==> src/rtl/mem_map_pkg.sv <==
// rtl/mem_map_pkg.sv - memory map defaults, requester ids and arbiter state encoding
package mem_map_pkg;

    localparam logic [31:0] DEF_TEXT_BASE = 32'h0040_0000;
    localparam logic [31:0] DEF_DATA_BASE = 32'h1001_0000;

    typedef logic id_t;
    localparam id_t ID_IF = 1'b0;
    localparam id_t ID_LS = 1'b1;

    typedef enum logic [1:0] {
        ST_IDLE  = 2'd0,
        ST_ISSUE = 2'd1,
        ST_WAIT  = 2'd2
    } state_t;

endpackage

==> src/rtl/addr_xlate.sv <==
// rtl/addr_xlate.sv - byte address to memory word index with window and access-type fault checks
module addr_xlate
    import mem_map_pkg::*;
#(
    parameter int                    ADDR_WIDTH = 32,
    parameter logic [ADDR_WIDTH-1:0] TEXT_BASE  = DEF_TEXT_BASE,
    parameter logic [ADDR_WIDTH-1:0] DATA_BASE  = DEF_DATA_BASE,
    parameter int                    TEXT_WORDS = 64,
    parameter int                    DATA_WORDS = 64,
    parameter int                    MAW        = $clog2(TEXT_WORDS + DATA_WORDS)
) (
    input  logic [ADDR_WIDTH-1:0] addr,
    input  logic                  is_store,
    input  logic                  is_fetch,
    output logic [MAW-1:0]        idx,
    output logic                  fault
);

    localparam logic [ADDR_WIDTH-1:0] TEXT_BYTES = ADDR_WIDTH'(4 * TEXT_WORDS);
    localparam logic [ADDR_WIDTH-1:0] DATA_BYTES = ADDR_WIDTH'(4 * DATA_WORDS);
    localparam logic [MAW-1:0]        DATA_FIRST = MAW'(TEXT_WORDS);

    logic [ADDR_WIDTH-1:0] text_off;
    logic [ADDR_WIDTH-1:0] data_off;
    logic                  in_text;
    logic                  in_data;
    logic                  misaligned;

    // Offsets wrap for addresses below a base, so a single unsigned compare bounds both ends.
    always_comb begin
        text_off   = addr - TEXT_BASE;
        data_off   = addr - DATA_BASE;
        in_text    = text_off < TEXT_BYTES;
        in_data    = data_off < DATA_BYTES;
        misaligned = addr[1:0] != 2'b00;
        fault      = misaligned | ~(in_text | in_data) | (is_fetch & in_data) | (is_store & in_text);
        idx        = in_text ? text_off[MAW+1:2] : DATA_FIRST + data_off[MAW+1:2];
    end

endmodule

==> src/rtl/mem_port_arbiter.sv <==
// rtl/mem_port_arbiter.sv - shares one single-port memory between fetch and load/store requesters
module mem_port_arbiter
    import mem_map_pkg::*;
#(
    parameter int                    DATA_WIDTH   = 32,
    parameter int                    ADDR_WIDTH   = 32,
    parameter logic [ADDR_WIDTH-1:0] TEXT_BASE    = DEF_TEXT_BASE,
    parameter logic [ADDR_WIDTH-1:0] DATA_BASE    = DEF_DATA_BASE,
    parameter int                    TEXT_WORDS   = 64,
    parameter int                    DATA_WORDS   = 64,
    parameter int                    STARVE_LIMIT = 4,
    localparam int                   MAW          = $clog2(TEXT_WORDS + DATA_WORDS)
) (
    input  logic                  clk,
    input  logic                  reset,
    input  logic                  if_req,
    input  logic [ADDR_WIDTH-1:0] if_addr,
    output logic                  if_gnt,
    output logic                  if_rvalid,
    output logic [DATA_WIDTH-1:0] if_rdata,
    output logic                  if_err,
    input  logic                  ls_req,
    input  logic                  ls_we,
    input  logic [ADDR_WIDTH-1:0] ls_addr,
    input  logic [DATA_WIDTH-1:0] ls_wdata,
    output logic                  ls_gnt,
    output logic                  ls_rvalid,
    output logic [DATA_WIDTH-1:0] ls_rdata,
    output logic                  ls_err,
    output logic                  mem_en,
    output logic                  mem_we,
    output logic [MAW-1:0]        mem_addr,
    output logic [DATA_WIDTH-1:0] mem_wdata,
    input  logic [DATA_WIDTH-1:0] mem_rdata
);

    localparam int             SW         = $clog2(STARVE_LIMIT + 1);
    localparam logic [SW-1:0]  STARVE_MAX = SW'(STARVE_LIMIT);

    state_t                  state;
    logic [SW-1:0]           starve_cnt;
    id_t                     lat_id;
    logic                    lat_we;
    logic [ADDR_WIDTH-1:0]   lat_addr;
    logic [DATA_WIDTH-1:0]   lat_wdata;

    logic                    x_store;
    logic                    x_fetch;
    logic [MAW-1:0]          x_idx;
    logic                    x_fault;
    logic                    force_if;
    logic                    pick_ls;
    logic                    pick_if;
    logic [DATA_WIDTH-1:0]   resp_data;

    assign x_store = (lat_id == ID_LS) & lat_we;
    assign x_fetch = (lat_id == ID_IF);

    addr_xlate #(
        .ADDR_WIDTH (ADDR_WIDTH),
        .TEXT_BASE  (TEXT_BASE),
        .DATA_BASE  (DATA_BASE),
        .TEXT_WORDS (TEXT_WORDS),
        .DATA_WORDS (DATA_WORDS),
        .MAW        (MAW)
    ) u_xlate (
        .addr     (lat_addr),
        .is_store (x_store),
        .is_fetch (x_fetch),
        .idx      (x_idx),
        .fault    (x_fault)
    );

    // LS has priority until IF has watched STARVE_LIMIT LS grants go by.
    assign force_if  = if_req & (starve_cnt == STARVE_MAX);
    assign pick_ls   = ls_req & ~force_if;
    assign pick_if   = if_req & ~pick_ls;

    // The latched address stays stable through WAIT, so the fault flag is still valid there.
    assign resp_data = (x_fault | lat_we) ? '0 : mem_rdata;

    assign mem_en    = (state == ST_ISSUE) & ~x_fault;
    assign mem_we    = mem_en & lat_we;
    assign mem_addr  = mem_en ? x_idx : '0;
    assign mem_wdata = mem_we ? lat_wdata : '0;

    always_ff @(posedge clk or posedge reset) begin
        if (reset) begin
            state      <= ST_IDLE;
            starve_cnt <= '0;
            lat_id     <= ID_IF;
            lat_we     <= 1'b0;
            lat_addr   <= '0;
            lat_wdata  <= '0;
            if_gnt     <= 1'b0;
            if_rvalid  <= 1'b0;
            if_rdata   <= '0;
            if_err     <= 1'b0;
            ls_gnt     <= 1'b0;
            ls_rvalid  <= 1'b0;
            ls_rdata   <= '0;
            ls_err     <= 1'b0;
        end else begin
            if_gnt    <= 1'b0;
            ls_gnt    <= 1'b0;
            if_rvalid <= 1'b0;
            ls_rvalid <= 1'b0;
            if_rdata  <= '0;
            ls_rdata  <= '0;
            if_err    <= 1'b0;
            ls_err    <= 1'b0;
            if (!if_req) begin
                starve_cnt <= '0;
            end
            case (state)
                ST_ISSUE: state <= ST_WAIT;
                default: begin
                    if (state == ST_WAIT) begin
                        if (lat_id == ID_LS) begin
                            ls_rvalid <= 1'b1;
                            ls_err    <= x_fault;
                            ls_rdata  <= resp_data;
                        end else begin
                            if_rvalid <= 1'b1;
                            if_err    <= x_fault;
                            if_rdata  <= resp_data;
                        end
                    end
                    if (pick_ls || pick_if) begin
                        state     <= ST_ISSUE;
                        lat_id    <= pick_ls ? ID_LS : ID_IF;
                        lat_we    <= pick_ls & ls_we;
                        lat_addr  <= pick_ls ? ls_addr : if_addr;
                        lat_wdata <= ls_wdata;
                        if_gnt    <= pick_if;
                        ls_gnt    <= pick_ls;
                        if (pick_if) begin
                            starve_cnt <= '0;
                        end else if (if_req && starve_cnt != STARVE_MAX) begin
                            starve_cnt <= starve_cnt + 1'b1;
                        end
                    end else begin
                        state <= ST_IDLE;
                    end
                end
            endcase
        end
    end

endmodule
==> config.mk <==
export PLATFORM = sky130hd
export DESIGN_NAME = mem_port_arbiter
export DESIGN_NICKNAME = d
export VERILOG_FILES = /design/src/rtl/mem_map_pkg.sv /design/src/rtl/addr_xlate.sv /design/src/rtl/mem_port_arbiter.sv
export SDC_FILE = /design/constraint.sdc
export NUM_CORES = 1
export LEC_CHECK = 0
export CORE_MARGIN = 2
export CORE_UTILIZATION = 38
export CTS_CLUSTER_DIAMETER = 200
export DETAILED_ROUTE_END_ITERATION = 8
export GPL_TIMING_DRIVEN = 0
export MAX_ROUTING_LAYER = met4
export PLACE_DENSITY = 0.76
export SETUP_SLACK_MARGIN = 0.15
export SLEW_MARGIN = 5
export SYNTH_ARGS = -nofsm -noshare
export SYNTH_HDL_FRONTEND = slang
export SYNTH_SLANG_ARGS = --single-unit
export TNS_END_PERCENT = 20
==> constraint.sdc <==
create_clock -name clk -period 5 [get_ports clk]
set_clock_uncertainty 0.15 [all_clocks]
set_input_delay 1 -clock clk [delete_from_list [all_inputs] [get_ports clk]]
set_output_delay 1 -clock clk [all_outputs]
set_load 0.05 [all_outputs]
# After elaboration in Yosys (flattened, before gate mapping)
# Cells that the tools add are included.
dict set report totals {
  out_inout_bits 111
  reg_bits 141
  elab_cells 83
  inputBits 133
}
dict set report op_classes {
  addsub 4
  n_eq_ne 4
  order_cmp 2
  mux 35
  bitwise_logic 20
  n_reduce_logical 4
}
# operator count
set op_table {}
lappend op_table {{$mux 32} 9}
lappend op_table {{$lt 32x9->1 const B} 2}
lappend op_table {{$sub 32x23->32 const B} 1}
lappend op_table {{$sub 32x29->32 const B} 1}
lappend op_table {{$mux 1} 18}
lappend op_table {{$mux 3} 5}
lappend op_table {{$mux 7} 2}
lappend op_table {{$and 1x1->1} 9}
lappend op_table {{$add 7x7->7 const A} 1}
lappend op_table {{$not 1->1} 6}
lappend op_table {{$or 1x1->1} 5}
lappend op_table {{$add 3x1->3 const B} 1}
lappend op_table {{$eq 3x3->1 const B} 1}
lappend op_table {{$ne 3x3->1 const B} 1}
lappend op_table {{$eq 2x1->1 const B} 1}
lappend op_table {{$eq 2x2->1 const B} 1}
lappend op_table {{$mux 2} 1}
lappend op_table {{$reduce_and 2->1} 1}
lappend op_table {{$reduce_bool 2->1} 1}
lappend op_table {{$logic_and 1x1->1} 1}
lappend op_table {{$logic_or 1x1->1} 1}

# Depth between registers and ports, before layout
# Gate-level depths: netlist of the first run.
dict set report depth {
  word_depth 12
  mapped_depth 7
  depth_no_buf 6
}

# Modules after synthesis
# Synthesis of the first run repeated with hierarchy kept, for this count alone.
dict set report hier_totals {
  hier_cells 512
  area_unflattened_um2 5911.9
}
# mod n_inst seq_area_each_um2 area_per_inst_um2 cells_each
set modules_own_cells {}
lappend modules_own_cells {mem_port_arbiter 1 3528.4 5755.5 490}
lappend modules_own_cells {addr_xlate 1 0.0 156.4 22}

# Worst setup path after synthesis of the first run
# OpenSTA, ideal clock, no wires.
dict set report synth_path {
  path_type {reg-to-output}
  from {register lat_addr[10]}
  to {output port mem_wdata[22]}
  required_time_ns 3.850
  stages_incl_launch_ff 6
  t_arrival_ns 2.007
  n_path_buf 1
  setup_slack_ns 1.843
  path_cell_list {dfrtp_1 nor4_2 nand4_2 nor4_4 buf_6 and2_1}
}
dict set report synth_via {
  elab_chain_cells 11
  word_cells_on_any_way 15
  classes_between {add/sub (2); order compare (2); mux (1); bitwise (10)}
}
# element line_no
set synth_lines {}
lappend synth_lines {{start: declaration} mem_port_arbiter.sv:44} ;# logic [ADDR_WIDTH-1:0] lat_addr;
lappend synth_lines {{start signal: assignment} mem_port_arbiter.sv:133} ;# lat_addr <= pick_ls ? ls_addr : if_addr;
lappend synth_lines {{$sub 32x23->32 / $sub 32x29->32 (equally long branches)} {addr_xlate.sv:31, addr_xlate.sv:32}}
lappend synth_lines {{$lt 32x9->1, on equally long branches} {addr_xlate.sv:33, addr_xlate.sv:34}}
lappend synth_lines {{$or 1x1->1} addr_xlate.sv:36} ;# fault = misaligned | ~(in_text | in_data) | (is_fetch & in_data) | (is_store & in_text);
lappend synth_lines {{$not 1->1} addr_xlate.sv:36}
lappend synth_lines {{$or 1x1->1 (2 in a row)} addr_xlate.sv:36}
lappend synth_lines {{$or 1x1->1 *} addr_xlate.sv:36}
lappend synth_lines {{$not 1->1 *} mem_port_arbiter.sv:82} ;# assign mem_en = (state == ST_ISSUE) & ~x_fault;
lappend synth_lines {{$and 1x1->1 *} mem_port_arbiter.sv:82}
lappend synth_lines {{$and 1x1->1 *} mem_port_arbiter.sv:83} ;# assign mem_we = mem_en & lat_we;
lappend synth_lines {{via mem_we} mem_port_arbiter.sv:31} ;# output logic mem_we,
lappend synth_lines {{$mux 32 *} mem_port_arbiter.sv:85} ;# assign mem_wdata = mem_we ? lat_wdata : '0;
lappend synth_lines {{end: declaration} mem_port_arbiter.sv:33} ;# output logic [DATA_WIDTH-1:0] mem_wdata,
# The timed path passes the listed nets; every way through them passes the cells marked *.

# Worst setup path after layout of the first run
dict set report layout_path {
  from {register lat_addr[18]}
  to {output port mem_wdata[23]}
}
dict set report layout_via {
  elab_chain_cells 11
  word_cells_on_any_way 15
  classes_between {add/sub (2); order compare (2); mux (1); bitwise (10)}
}
# element line_no
set layout_lines {}
lappend layout_lines {{$sub 32x23->32 / $sub 32x29->32 (equally long branches)} {addr_xlate.sv:31, addr_xlate.sv:32}}
lappend layout_lines {{$lt 32x9->1, on equally long branches} {addr_xlate.sv:33, addr_xlate.sv:34}}
lappend layout_lines {{$or 1x1->1} addr_xlate.sv:36}
lappend layout_lines {{$not 1->1} addr_xlate.sv:36}
lappend layout_lines {{$or 1x1->1 (2 in a row)} addr_xlate.sv:36}
lappend layout_lines {{$or 1x1->1 *} addr_xlate.sv:36}
lappend layout_lines {{$not 1->1 *} mem_port_arbiter.sv:82}
lappend layout_lines {{$and 1x1->1 *} mem_port_arbiter.sv:82}
lappend layout_lines {{$and 1x1->1 *} mem_port_arbiter.sv:83}
lappend layout_lines {{$mux 32 *} mem_port_arbiter.sv:85}
# Mark *: on every way between the ends. The rest lies on a longest branch, timed or not.

==> run summary, run 1 <==
The run finished with clean final reports. The clock reaches the later pin of the worst-skew pair after 0.40 ns. Entering global routing, the biggest net connects 45 pins. Category of the most critical setup path: flop to primary output. In the final routed layout, each cell accounts on average for 15.6 um. After global routing the overflow that remains totals 0. The worst setup slack after placement is 1.09 ns, and the per-cell via count in the routed design is 4.77. Register area share after synthesis: 62.5%. In this run, synthesis produced a sequential element count of 141. After layout, the worst setup slack is 0.692 ns. Counting every instance in the synthesized netlist gives 451. The H-tree was split into 4 levels. The max-slew headroom at the worst pin came out at 51.6%.

Counting distinct cell types in the post-synthesis netlist gives 33. The number of global-route vias before repair is 4599, and the share of flip-flops with an asynchronous set or reset is 100%. Layout-stage area growth over the synthesis result: 58.3%. The tools report the final-report max-slew violation count as 0. After routing, the total negative slack on setup checks comes to 0 ns. The average size of a mapped cell is 12.5 sq um.

The first-pass GRT wire length is 22600 um, and the share of cells above drive strength 1 is 12.7%. The antenna diode count came out at 0. The worst hold path belongs to the class flop to flop. The weighted congestion reported at the end of routability-driven placement was 0.795.

For the pin with the worst max-slew slack, the measured transition is 0.725 ns. Of all nets on the critical path, the largest fanout is 10. The DRC marker count from the first detailed-route iteration came out at 176.

The tools report the total CTS buffers as 17. The buffer levels on the longest clock path was 2; the placed wire-length estimate after detailed placement was 10800 um. The tools report the data required time of the worst path as 3.85 ns. Dividing total power by cell area gives a power density of 386 nW/um^2. TritonCTS built the clock tree. The die outline height came out at 126 um.

The worst setup path is launched from a flop. The hold violation total from the final report came out at 0. The cell area that synthesis handed to floorplanning was 5650 sq um.

Once detail routing completed, the nets flagged for antenna violations numbered 0. For the initial antenna violation count, the log shows 0. The worst setup path is captured at a primary output.

The number of nets handed over by synthesis was 586. STA puts the critical path data arrival time at 3.16 ns. The logs give 0 for the number of max-cap violations and 15800 sq um for the full die area. The worst path needs 4.31 ns of the cycle, external delays included. In this run, post-CTS hold repair placed 0 buffers. The number of iterations in the first detailed-routing pass was 4. 244 I/O pins were placed. The run gives 3450 uW as the power after layout. For this design, the sink count on the clock tree is 141.

The horizontal die dimension came out at 126 um. The analysis attributes to cell leakage a power of 0.00398 uW. Global routing used 18.6% of the available tracks. In this run the tool buffered the top-level ports with 242 buffer cells.

In the final design database the tool counted 850 nets. During synthesis, Yosys emitted a total of 0 warnings. The run gives 1209 as the count of filler cells inserted in the layout. Setup repair after global routing left no endpoint under its margin.

The starting utilization of the core area was 38.8%; the buffers inserted during post-CTS setup optimization was 0. The routed layout has 4340 vias. The run gives 0 as the remaining routing DRC violations. After clock tree synthesis, the repair step resized 0 gates.

The overall routed net length was 14200 um. After clock tree synthesis, the clock-pin slew on the worst setup and hold paths is 0.06 ns. The timing-limited maximum frequency is 232 MHz, and the post-route fraction of the period consumed by the critical path is 86.2%. Yosys mapped a number of flops with a built-in enable equal to 0. VDD sags by at most 186 uV.

The site row count was 44. The count of endpoints failing setup in the final report is 0. In the synthesized netlist the dominant register cell turns out to be dfrtp_1.

The total area inside the core boundary comes to 14500 sq um. The root buffer cell was clkbuf_16.
-- synthesized netlist by cell type (4+ instances only) --
cell | number | share of area, %
mux2_2 | 32 | 6.4
inv_1 | 6 | 0.40
clkbuf_2 | 6 | 0.53
nand2_1 | 8 | 0.53
mux2i_1 | 32 | 5.7
buf_2 | 10 | 0.89
and2_1 | 99 | 11
and3_1 | 7 | 0.78
dfrtp_1 | 141 | 62
nor2_1 | 36 | 2.4
clkbuf_1 | 4 | 0.27
a21oi_1 | 34 | 3.0
-- flip-flops by register name, indices dropped and copies added, names as in the netlist --
signal	count
if_err	1
lat_id	1
state	2
starve_cnt	3
ls_gnt	1
if_rdata	32
if_rvalid	1
ls_rvalid	1
lat_wdata	32
lat_addr	32
if_gnt	1
lat_we	1
ls_rdata	32
ls_err	1
-- critical path: stages, from the launching register on --
cell and delay (ns):
dfrtp_1 0.40, nor4_2 0.30, nand4_2 0.29, nor4_4 0.62
buf_6 0.20, and2_1 0.15, clkdlybuf4s50_1 0.80
-- final cells by class --
cell class	count	area (sq um)	area share, %
buffer	23	129	1.44
clock buffer	23	488	5.46
clock inverter	7	87.6	0.980
inverter	7	30.0	0.336
multi-input combinational	280	1960	22.0
sequential	141	3530	39.5
tap	184	230	2.58
timing repair buffer	245	2480	27.8
-- metal layers --
metal	share of wire (%)	up-vias	global-route usage, %
met5	0	-	-
met4	1.6	0	6.79
met3	5.7	19	4.59
met2	51	174	30.9
met1	42	2115	22.1
li1	-	2032	-
-- kinds of logic (layout without fill, tap and decap cells) --
logic type,Yosys count,after routing,share of synthesized area [%]
buffers and inverters,30,305,2.75
adders and majority gates,2,2,0.443
muxes,64,64,12.1
AOI/OAI and AO/OA,42,42,3.99
DFF,141,141,62.5
and+or+nand+nor,172,172,18.3
-- final timing paths --
check                           slack [ns]  cells after the start     startpoint             to
worst max-delay path                  0.69                      6   lat_addr[18]  mem_wdata[23]
worst min-delay path                  0.33                      1       state[0]      if_rvalid
worst max register to register        2.86                      7  starve_cnt[0]   lat_addr[22]
worst min register to register        0.33                      1       state[0]      if_rvalid
max in group asynchronous             2.93                      4          reset   if_rdata[10]
min in group asynchronous             0.92                      2          reset   lat_wdata[4]
-- where the power goes --
group	switching [uW]	total (uW)	leakage [uW]	internal [uW]
sequential	152	1570	0.00179	1420
combinational	336	669	0.00190	334
clock	433	1210	0.000285	778
total	921	3450	0.00398	2530
-- layout by cell type, fill, tap and decap left out, types with 4 or more instances in the layout --
| cell type | count |
|---|---|
| clkdlybuf4s50_1 | 242 |
| and3_1 | 7 |
| nor2_1 | 36 |
| nand2_1 | 8 |
| clkbuf_16 | 17 |
| mux2_2 | 32 |
| inv_1 | 5 |
| clkinv_2 | 4 |
| buf_2 | 10 |
| clkbuf_2 | 6 |
| a21oi_1 | 34 |
| clkbuf_1 | 6 |
| clkbuf_8 | 4 |
| and2_1 | 99 |
| mux2i_1 | 32 |
| dfrtp_1 | 141 |
-- through the flow --
stage / instance area, sq um / hold WS [ns] / util, % / std cells
after detailed placement: 8360 / 0.316 / 57.5 / 880
final: 8940 / 0.330 / 61.5 / 910
after CTS: 8940 / 0.323 / 61.5 / 910
after floorplan: 5650 / 0.292 / - / 451
after global routing: 8940 / 0.354 / 61.5 / 910
after global placement: 8300 / 0.320 / 57.1 / 877
No activity file was read; power rests on OpenSTA's default activity.
==> run 2, diff against run 1 <==
TNS_END_PERCENT = unset   (was 20)
==> results of run 2 <==
Same layout as run 1: the final DEF is identical, and so are final timing and power.
